## config.mk

```make
export PLATFORM = sky130hd
export DESIGN_NAME = icm_mapping_lookup_arb_flat
export DESIGN_NICKNAME = d
export VERILOG_FILES = /design/src/rtl/icm_mapping_lookup_arb_if.sv /design/src/rtl/icm_mapping_lookup_arb.sv /design/src/flat_wrapper.sv
export SDC_FILE = /design/constraint.sdc
export NUM_CORES = 1
export LEC_CHECK = 0
export ABC_AREA = 1
export CORE_AREA = 10 10 121 123
export DETAILED_ROUTE_END_ITERATION = 8
export DIE_AREA = 0 0 131 133
export MAX_ROUTING_LAYER = met4
export PLACE_DENSITY = 0.69
export RECOVER_POWER = 50
export SYNTH_ARGS = -nofsm -noshare
export SYNTH_HDL_FRONTEND = slang
export SYNTH_SLANG_ARGS = --single-unit
```

## constraint.sdc

```tcl
create_clock -name clk -period 1.9 [get_ports clk]
set_input_delay 0.19 -clock clk [delete_from_list [all_inputs] [get_ports clk]]
set_output_delay 0.19 -clock clk [all_outputs]
set_load 0.01 [all_outputs]
```

## src/rtl/icm_mapping_lookup_arb_if.sv

```systemverilog
// Bundle of the requester-side and mapping-table-side handshake signals of the
// ICM mapping lookup arbiter.
//   master : arbiter view. It accepts requester lookups and returns routed responses.
//            It issues lookups to the mapping table and accepts its responses.
//   slave  : environment view. This is the requesters plus the mapping table.
// Requester i owns bit i of each per-requester vector.
// It also owns slice [i*HEAD_WIDTH +: HEAD_WIDTH] of req_head.
interface icm_mapping_lookup_arb_if #(
  parameter int unsigned NUM_REQ        = 2,
  parameter int unsigned HEAD_WIDTH     = 20,
  parameter int unsigned ICM_ADDR_WIDTH = 64,
  parameter int unsigned PHY_ADDR_WIDTH = 64
);
  // Requester side
  logic [NUM_REQ-1:0]            req_valid;
  logic [NUM_REQ*HEAD_WIDTH-1:0] req_head;
  logic [NUM_REQ-1:0]            req_ready;
  logic [NUM_REQ-1:0]            rsp_valid_out;
  logic [ICM_ADDR_WIDTH-1:0]     rsp_icm_addr_out;
  logic [PHY_ADDR_WIDTH-1:0]     rsp_phy_addr_out;
  logic [NUM_REQ-1:0]            rsp_ready_in;

  // Mapping-table side
  logic                          lookup_valid;
  logic [HEAD_WIDTH-1:0]         lookup_head;
  logic                          lookup_ready;
  logic                          rsp_valid;
  logic [ICM_ADDR_WIDTH-1:0]     rsp_icm_addr;
  logic [PHY_ADDR_WIDTH-1:0]     rsp_phy_addr;
  logic                          rsp_ready;

  modport master (
    input  req_valid,
    input  req_head,
    output req_ready,
    output rsp_valid_out,
    output rsp_icm_addr_out,
    output rsp_phy_addr_out,
    input  rsp_ready_in,
    output lookup_valid,
    output lookup_head,
    input  lookup_ready,
    input  rsp_valid,
    input  rsp_icm_addr,
    input  rsp_phy_addr,
    output rsp_ready
  );

  modport slave (
    output req_valid,
    output req_head,
    input  req_ready,
    input  rsp_valid_out,
    input  rsp_icm_addr_out,
    input  rsp_phy_addr_out,
    output rsp_ready_in,
    input  lookup_valid,
    input  lookup_head,
    output lookup_ready,
    output rsp_valid,
    output rsp_icm_addr,
    output rsp_phy_addr,
    input  rsp_ready
  );
endinterface

```

## src/rtl/icm_mapping_lookup_arb.sv

```systemverilog
// Shares a single ICM address-translation port among NUM_REQ requester threads.
// Examples of requester threads are MTT write and MPT write.
// Requesters are picked round-robin, and only one lookup is ever outstanding.
// The mapping-table response is routed back only to the requester that issued the lookup.
// Ports:
//   clk        clock
//   rst        synchronous active-high reset
//   bus        icm_mapping_lookup_arb_if.master.
//              It carries the requester handshakes and the mapping-table handshakes.
//   grant_idx  current or last granted requester (debug), zero-extended to 3 bits
module icm_mapping_lookup_arb #(
  parameter int unsigned NUM_REQ        = 2,
  parameter int unsigned HEAD_WIDTH     = 20,
  parameter int unsigned ICM_ADDR_WIDTH = 64,
  parameter int unsigned PHY_ADDR_WIDTH = 64
) (
  input  logic                             clk,
  input  logic                             rst,
  icm_mapping_lookup_arb_if.master         bus,
  output logic [2:0]                       grant_idx
);

  if (NUM_REQ < 2 || NUM_REQ > 8) begin : g_num_req_check
    $error("icm_mapping_lookup_arb: NUM_REQ must be in 2..8");
  end

  typedef enum logic [1:0] {
    StIdle,
    StReq,
    StRsp
  } state_e;

  state_e     state_q, state_d;
  logic [2:0] grant_q, grant_d;
  logic [2:0] last_grant_q, last_grant_d;

  logic [7:0]            valid_ext;
  logic [2:0]            pick;
  logic                  pick_found;
  logic [NUM_REQ-1:0]    grant_oh;
  logic [HEAD_WIDTH-1:0] head_sel;

  // Padding to 8 bits lets a 3-bit index address the valid vector for any NUM_REQ.
  assign valid_ext = 8'(bus.req_valid);

  // Round-robin pick: the first valid requester after last_grant, wrapping around.
  // i runs to NUM_REQ so last_grant itself is considered last.
  always_comb begin : rr_pick
    logic [2:0] idx;
    idx        = '0;
    pick       = '0;
    pick_found = 1'b0;
    for (int unsigned i = 1; i <= NUM_REQ; i++) begin
      idx = 3'((32'(last_grant_q) + i) % NUM_REQ);
      if (!pick_found && valid_ext[idx]) begin
        pick_found = 1'b1;
        pick       = idx;
      end
    end
  end

  // Decode the registered grant into a one-hot mask and a head mux.
  always_comb begin : grant_decode
    grant_oh = '0;
    head_sel = '0;
    for (int unsigned i = 0; i < NUM_REQ; i++) begin
      if (grant_q == 3'(i)) begin
        grant_oh[i] = 1'b1;
        head_sel    = bus.req_head[i*HEAD_WIDTH +: HEAD_WIDTH];
      end
    end
  end

  always_ff @(posedge clk) begin
    if (rst) begin
      state_q      <= StIdle;
      grant_q      <= '0;
      last_grant_q <= 3'(NUM_REQ - 1);
    end else begin
      state_q      <= state_d;
      grant_q      <= grant_d;
      last_grant_q <= last_grant_d;
    end
  end

  always_comb begin : fsm_comb
    state_d              = state_q;
    grant_d              = grant_q;
    last_grant_d         = last_grant_q;
    bus.req_ready        = '0;
    bus.rsp_valid_out    = '0;
    bus.rsp_icm_addr_out = '0;
    bus.rsp_phy_addr_out = '0;
    bus.lookup_valid     = 1'b0;
    bus.lookup_head      = '0;
    bus.rsp_ready        = 1'b0;

    unique case (state_q)
      StIdle: begin
        // Arbitration only happens here.
        // The grant then stays fixed until the response completes.
        if (pick_found) begin
          grant_d = pick;
          state_d = StReq;
        end
      end

      StReq: begin
        bus.lookup_valid = 1'b1;
        bus.lookup_head  = head_sel;
        bus.req_ready    = grant_oh & {NUM_REQ{bus.lookup_ready}};
        if (bus.lookup_ready) begin
          state_d = StRsp;
        end
      end

      StRsp: begin
        bus.rsp_valid_out    = grant_oh & {NUM_REQ{bus.rsp_valid}};
        bus.rsp_icm_addr_out = bus.rsp_icm_addr;
        bus.rsp_phy_addr_out = bus.rsp_phy_addr;
        bus.rsp_ready        = |(bus.rsp_ready_in & grant_oh);
        if (bus.rsp_valid && bus.rsp_ready) begin
          last_grant_d = grant_q;
          state_d      = StIdle;
        end
      end

      default: begin
        state_d = StIdle;
      end
    endcase
  end

  assign grant_idx = grant_q;

endmodule

```

## src/flat_wrapper.sv

```systemverilog
// flat-port wrapper written by rule: the top's interface ports become plain ports
module icm_mapping_lookup_arb_flat 
#(
  parameter int unsigned NUM_REQ        = 2,
  parameter int unsigned HEAD_WIDTH     = 20,
  parameter int unsigned ICM_ADDR_WIDTH = 64,
  parameter int unsigned PHY_ADDR_WIDTH = 64
)
  (clk, rst, grant_idx, bus_req_valid, bus_req_head, bus_req_ready, bus_rsp_valid_out, bus_rsp_icm_addr_out, bus_rsp_phy_addr_out, bus_rsp_ready_in, bus_lookup_valid, bus_lookup_head, bus_lookup_ready, bus_rsp_valid, bus_rsp_icm_addr, bus_rsp_phy_addr, bus_rsp_ready);
  icm_mapping_lookup_arb_if #(.NUM_REQ(NUM_REQ), .HEAD_WIDTH(HEAD_WIDTH), .ICM_ADDR_WIDTH(ICM_ADDR_WIDTH), .PHY_ADDR_WIDTH(PHY_ADDR_WIDTH)) bus_i ();
  input  logic clk;
  input  logic rst;
  output logic [2:0] grant_idx;
  input wire logic [$bits(bus_i.req_valid)-1:0] bus_req_valid;
  input wire logic [$bits(bus_i.req_head)-1:0] bus_req_head;
  output wire logic [$bits(bus_i.req_ready)-1:0] bus_req_ready;
  output wire logic [$bits(bus_i.rsp_valid_out)-1:0] bus_rsp_valid_out;
  output wire logic [$bits(bus_i.rsp_icm_addr_out)-1:0] bus_rsp_icm_addr_out;
  output wire logic [$bits(bus_i.rsp_phy_addr_out)-1:0] bus_rsp_phy_addr_out;
  input wire logic [$bits(bus_i.rsp_ready_in)-1:0] bus_rsp_ready_in;
  output wire logic [$bits(bus_i.lookup_valid)-1:0] bus_lookup_valid;
  output wire logic [$bits(bus_i.lookup_head)-1:0] bus_lookup_head;
  input wire logic [$bits(bus_i.lookup_ready)-1:0] bus_lookup_ready;
  input wire logic [$bits(bus_i.rsp_valid)-1:0] bus_rsp_valid;
  input wire logic [$bits(bus_i.rsp_icm_addr)-1:0] bus_rsp_icm_addr;
  input wire logic [$bits(bus_i.rsp_phy_addr)-1:0] bus_rsp_phy_addr;
  output wire logic [$bits(bus_i.rsp_ready)-1:0] bus_rsp_ready;
  assign bus_i.req_valid = bus_req_valid;
  assign bus_i.req_head = bus_req_head;
  assign bus_req_ready = bus_i.req_ready;
  assign bus_rsp_valid_out = bus_i.rsp_valid_out;
  assign bus_rsp_icm_addr_out = bus_i.rsp_icm_addr_out;
  assign bus_rsp_phy_addr_out = bus_i.rsp_phy_addr_out;
  assign bus_i.rsp_ready_in = bus_rsp_ready_in;
  assign bus_lookup_valid = bus_i.lookup_valid;
  assign bus_lookup_head = bus_i.lookup_head;
  assign bus_i.lookup_ready = bus_lookup_ready;
  assign bus_i.rsp_valid = bus_rsp_valid;
  assign bus_i.rsp_icm_addr = bus_rsp_icm_addr;
  assign bus_i.rsp_phy_addr = bus_rsp_phy_addr;
  assign bus_rsp_ready = bus_i.rsp_ready;
  icm_mapping_lookup_arb #(.NUM_REQ(NUM_REQ), .HEAD_WIDTH(HEAD_WIDTH), .ICM_ADDR_WIDTH(ICM_ADDR_WIDTH), .PHY_ADDR_WIDTH(PHY_ADDR_WIDTH)) u_core (.clk(clk), .rst(rst), .bus(bus_i), .grant_idx(grant_idx));
endmodule
```

Word level (Yosys, flattened, before mapping). Index checks and enable logic that the tools add are counted.

Bits of input ports: 176. Logic and storage cells: 48. Bits in registers: 6. Output and inout port bits: 157.

Order comparisons: 2. Muxes and demuxes: 23. Bitwise logic cells: 3. Equal/unequal tests: 6. Add/subtract/negate cells: 2. Reductions and logical operators: 9.

Operators by type and width (number): $mux W64 (2); $mux W20 (3); $mux W1 (11); $mux W2 (5); $lt A1 B4 Y1 const B (2); $and A2 B2 Y2 (3); $pmux W2 S3 (1); $ne A2 B1 Y1 const B (2); $reduce_and A2 Y1 (2); $eq A3 B1 Y1 const B (1); $logic_not A3 Y1 (1); $mux W3 (1); $reduce_and A3 Y1 (1); $add A1 B1 Y1 const B (2); $eq A2 B1 Y1 const B (1); $eq A2 B2 Y1 const B (1); $logic_and A1 B1 Y1 (2); $logic_not A2 Y1 (1); $ne A2 B2 Y1 const B (1); $reduce_or A2 Y1 (1); $logic_not A1 Y1 (1).

Longest topological paths before layout.
Depth in word-level cells: 9. Mapped depth: 6. Gate-level depth less buffers: 6.

Worst setup path before layout. No wires, ideal clock.

Path kind: reg2out. Start point: reg u_core.grant_q[0] (netlist: u_core.grant_idx[0]). End point: out bus_lookup_head[10]. Stages on the path, launching flop included: 5. Path slack: 0.722 ns. Required time: 1.710 ns. Arrival: 0.988 ns. Path buffers: 2. Path through: dfxtp_1 > buf_4 > buf_2 > nand2_1 > a21oi_1.

Longest elaborated chain between the ends: 4. Elaborated cells on any way between the ends: 5. Those cells by class: eq/ne: 1; mux: 3; reduce/logical: 1.

RTL lines: from (decl) (RTL line icm_mapping_lookup_arb.sv:34) `logic [2:0] grant_q, grant_d;`; from (signal assigned) (RTL line icm_mapping_lookup_arb.sv:81) `grant_q <= grant_d;`; $logic_not A3 Y1 (RTL line icm_mapping_lookup_arb.sv:67) `if (grant_q == 3'(i)) begin`; $mux W20 (RTL line icm_mapping_lookup_arb.sv:67); $mux W20 (*) (RTL line icm_mapping_lookup_arb.sv:67); $mux W20 (*) (RTL line icm_mapping_lookup_arb.sv:98) `unique case (state_q)`; to (decl) (RTL line flat_wrapper.sv:22) `output wire logic [$bits(bus_i.lookup_head)-1:0] bus_lookup_head;`.

Every way passes the cells marked *; elsewhere a longest branch is shown, timed or not.

Final worst setup path.
Start point: reg u_core.state_q[0]. End point: out bus_rsp_phy_addr_out[56].

Longest elaborated chain between the ends: 2.

RTL lines: from (decl) (RTL line icm_mapping_lookup_arb.sv:33) `state_e state_q, state_d;`; from (signal assigned) (RTL line icm_mapping_lookup_arb.sv:76) `state_q <= StIdle;`; from (signal assigned) (RTL line icm_mapping_lookup_arb.sv:80) `state_q <= state_d;`; $eq A2 B2 Y1 (RTL line icm_mapping_lookup_arb.sv:98); $mux W64 (RTL line icm_mapping_lookup_arb.sv:98); to (decl) (RTL line flat_wrapper.sv:19) `output wire logic [$bits(bus_i.rsp_phy_addr_out)-1:0] bus_rsp_phy_addr_out;`.

No other way between the ends.

==> reports/results.tsv <==
metric	value	unit
non-filler cells, final	888	
Die Y	133	um
CTS max path bufs	2	
Post-synth top cells	inv_1, nor2_4, nand2_1	
asr flop ratio synth	0	%
H-tree depth	1	
Top FF cell, synth	dfxtp_1	
Pleak	2.99	nW
clk_lat worst skew	0.22	ns
core area	12400	um2
dpl cell area	5990	um2
Setup crit start kind	flip-flop	
largest net degree at the start of global routing	26	
DRT antenna net count	0	
CTS tree	done	
synthesized area per cell	6.57	um2
Hold Path Depth	2	
WL per Instance	14.5	um
Final Wtd Congestion	0.794	
Worst R2R Start	u_core.state_q[0]	
Setup Crit Path Kind	flip-flop to primary output	
via/cell ratio	3.65	
Unique masters post-synth	17	
Starting Density	20.3	%
largest area contributor in the netlist	nor2_4	
Die Area	17400	um2
FMAX	524	MHz
NumNets Final	894	
total grt overflow	0	
Hold Buf Count CTS	0	
failing checks	negative setup slack	
Pwr Density	253	nW/um2
HPWL after detailed placement	11.6	mm
Worst setup EP type	primary output	
layout cell share with drive strength beyond 1	18.2	%
Worst Min Path Start	u_core.last_grant_q[0]	
final core occ	49.2	%
Clock transition at path regs	0.03	ns
area fraction of the dominant cell type after synthesis	44.8	%
clock tree sinks	4	
cell row count	41	
Synth Cell Area	2510	um2
count leader, synth	inv_1	
dpl cells	883	
Slew Viols, Final	0	
hold slack	0.494	ns
clk root buf	clkbuf_16	
required time of the critical path	1.71	ns
Fin. Hold Viols	0	
final wirelength	12.9	mm
Max-Cap Viols	0	
vias in the first global route	3290	
FF-to-FF path depth	7	
final instance area	6090	um2
Peak VDD IR	0.000231	V
Hold Crit Class	flip-flop to flip-flop	
Post-Synthesis Cells	382	
Setup TNS Final	-0.00712	ns
EDFF count, synth	0	
Num CTS Buffers	3	
RSZ-0062 raised after global routing	true	
PortBufs	330	
starting DRC count in detailed routing	54	
Ant. Diodes	0	
initial antenna violation count	0	
R2R Setup Slk	0.72	ns
Tcrit/Tclk final	100	%
drt first pass iters	4	
status	finished, violations left	
worst path arrival time	1.72	ns
Seq/Total Area, Yosys	3.19	%
CP Launch Point	u_core.state_q[0]	
width of the die	131	um
Final Worst Setup Slack	-0.00712	ns
GRT Util Overall	13.6	%
synth top area cells	nor2_4, inv_1, buf_12	
Layout area overhead	142	%
DRC violations left	0	
Ys Warns	0	
io pins	333	
#FFs+latches synth	4	
# setup viols final	1	
first-pass GRT wire length	18.2	mm
crit path max fanout	10	
routed vias	3245	
fin crit period	1.91	ns
clock skew	0.00259	ns
-- flip-flops by register name (all words and copies together), names as in the netlist --
| name | flops |
|---|---|
| u_core.state_q | 2 |
| u_core.grant_idx | 1 |
| u_core.last_grant_q | 1 |
-- worst max-delay path: stages (launching register included) --
cell and delay (ns):
dfxtp_1 0.32, inv_2 0.09, nand2_8 0.12, buf_8 0.19, buf_4 0.17, nor2_4 0.07, clkdlybuf4s50_1 0.53
-- kinds of logic after synthesis --
group / Yosys count / share of synthesized area, %
simple gates: 191 / 59.1
buf+inv: 161 / 32.5
flops: 4 / 3.19
other cells: 1 / 0.149
compound gates: 25 / 4.98
-- cells in the final DEF (no fill, tap or decap), types with 2 or more instances in the layout --
| cell type | Yosys | layout |
|---|---|---|
| inv_2 | 2 | 2 |
| nor2_1 | 35 | 34 |
| buf_12 | 11 | 6 |
| buf_4 | 5 | 12 |
| conb_1 | 1 | 2 |
| dfxtp_1 | 4 | 3 |
| inv_1 | 136 | 136 |
| clkbuf_16 | 0 | 3 |
| a21oi_1 | 23 | 23 |
| nand2_1 | 50 | 50 |
| nand3_1 | 3 | 3 |
| nor2_4 | 100 | 100 |
| o21ai_0 | 2 | 2 |
| dlymetal6s2s_1 | 0 | 8 |
| dlygate4sd2_1 | 0 | 44 |
| clkdlybuf4s50_1 | 0 | 278 |
-- worst paths after layout --
| kind | endpoint |
|---|---|
| setup / recovery | bus_rsp_phy_addr_out[56] |
| hold / removal | u_core.last_grant_q[0] |
| setup reg to reg | u_core.state_q[1] |
| hold reg to reg | u_core.last_grant_q[0] |
-- through the flow --
stage               setup slack, ns  power (mW)
detailed placement           0.0519        1.24
global placement             0.0631        1.24
finish                     -0.00712        1.54
floorplan                     0.722       0.582
global route                -0.0582        1.64
CTS                         -0.0326        1.57
-- final cells by class --
class	count	area [um2]
fillers	1194	6280
repair buffers	353	3570
multi-input cells	218	1630
inverters	138	518
well taps	172	215
flip-flops and latches	4	81.3
clock buffers	3	75.1
-- power by group --
part / switching, mW / internal [mW]
Clock: 0.0566 / 0.269
Sequential: 0.00752 / 0.0906
Combinational: 0.471 / 0.648
Total: 0.536 / 1.01
-- layer usage --
layer,share of wire [%],GRT usage [%],vias to the layer above
met5,0,-,-
met4,0.44,1.17,0
met3,13,5.27,4
met2,50,24.7,201
met1,37,14.0,1357
li1,-,-,1683
-- what timing repair did --
| action | CTS | global route |
|---|---|---|
| gates resized for setup | 49 | 10 |
| setup buffers | 1 | 0 |
| endpoints found under the setup margin | 60 | 14 |
| cloned | 1 | 0 |
| pin swaps | 0 | 1 |
(Power assumes the default switching activity.)
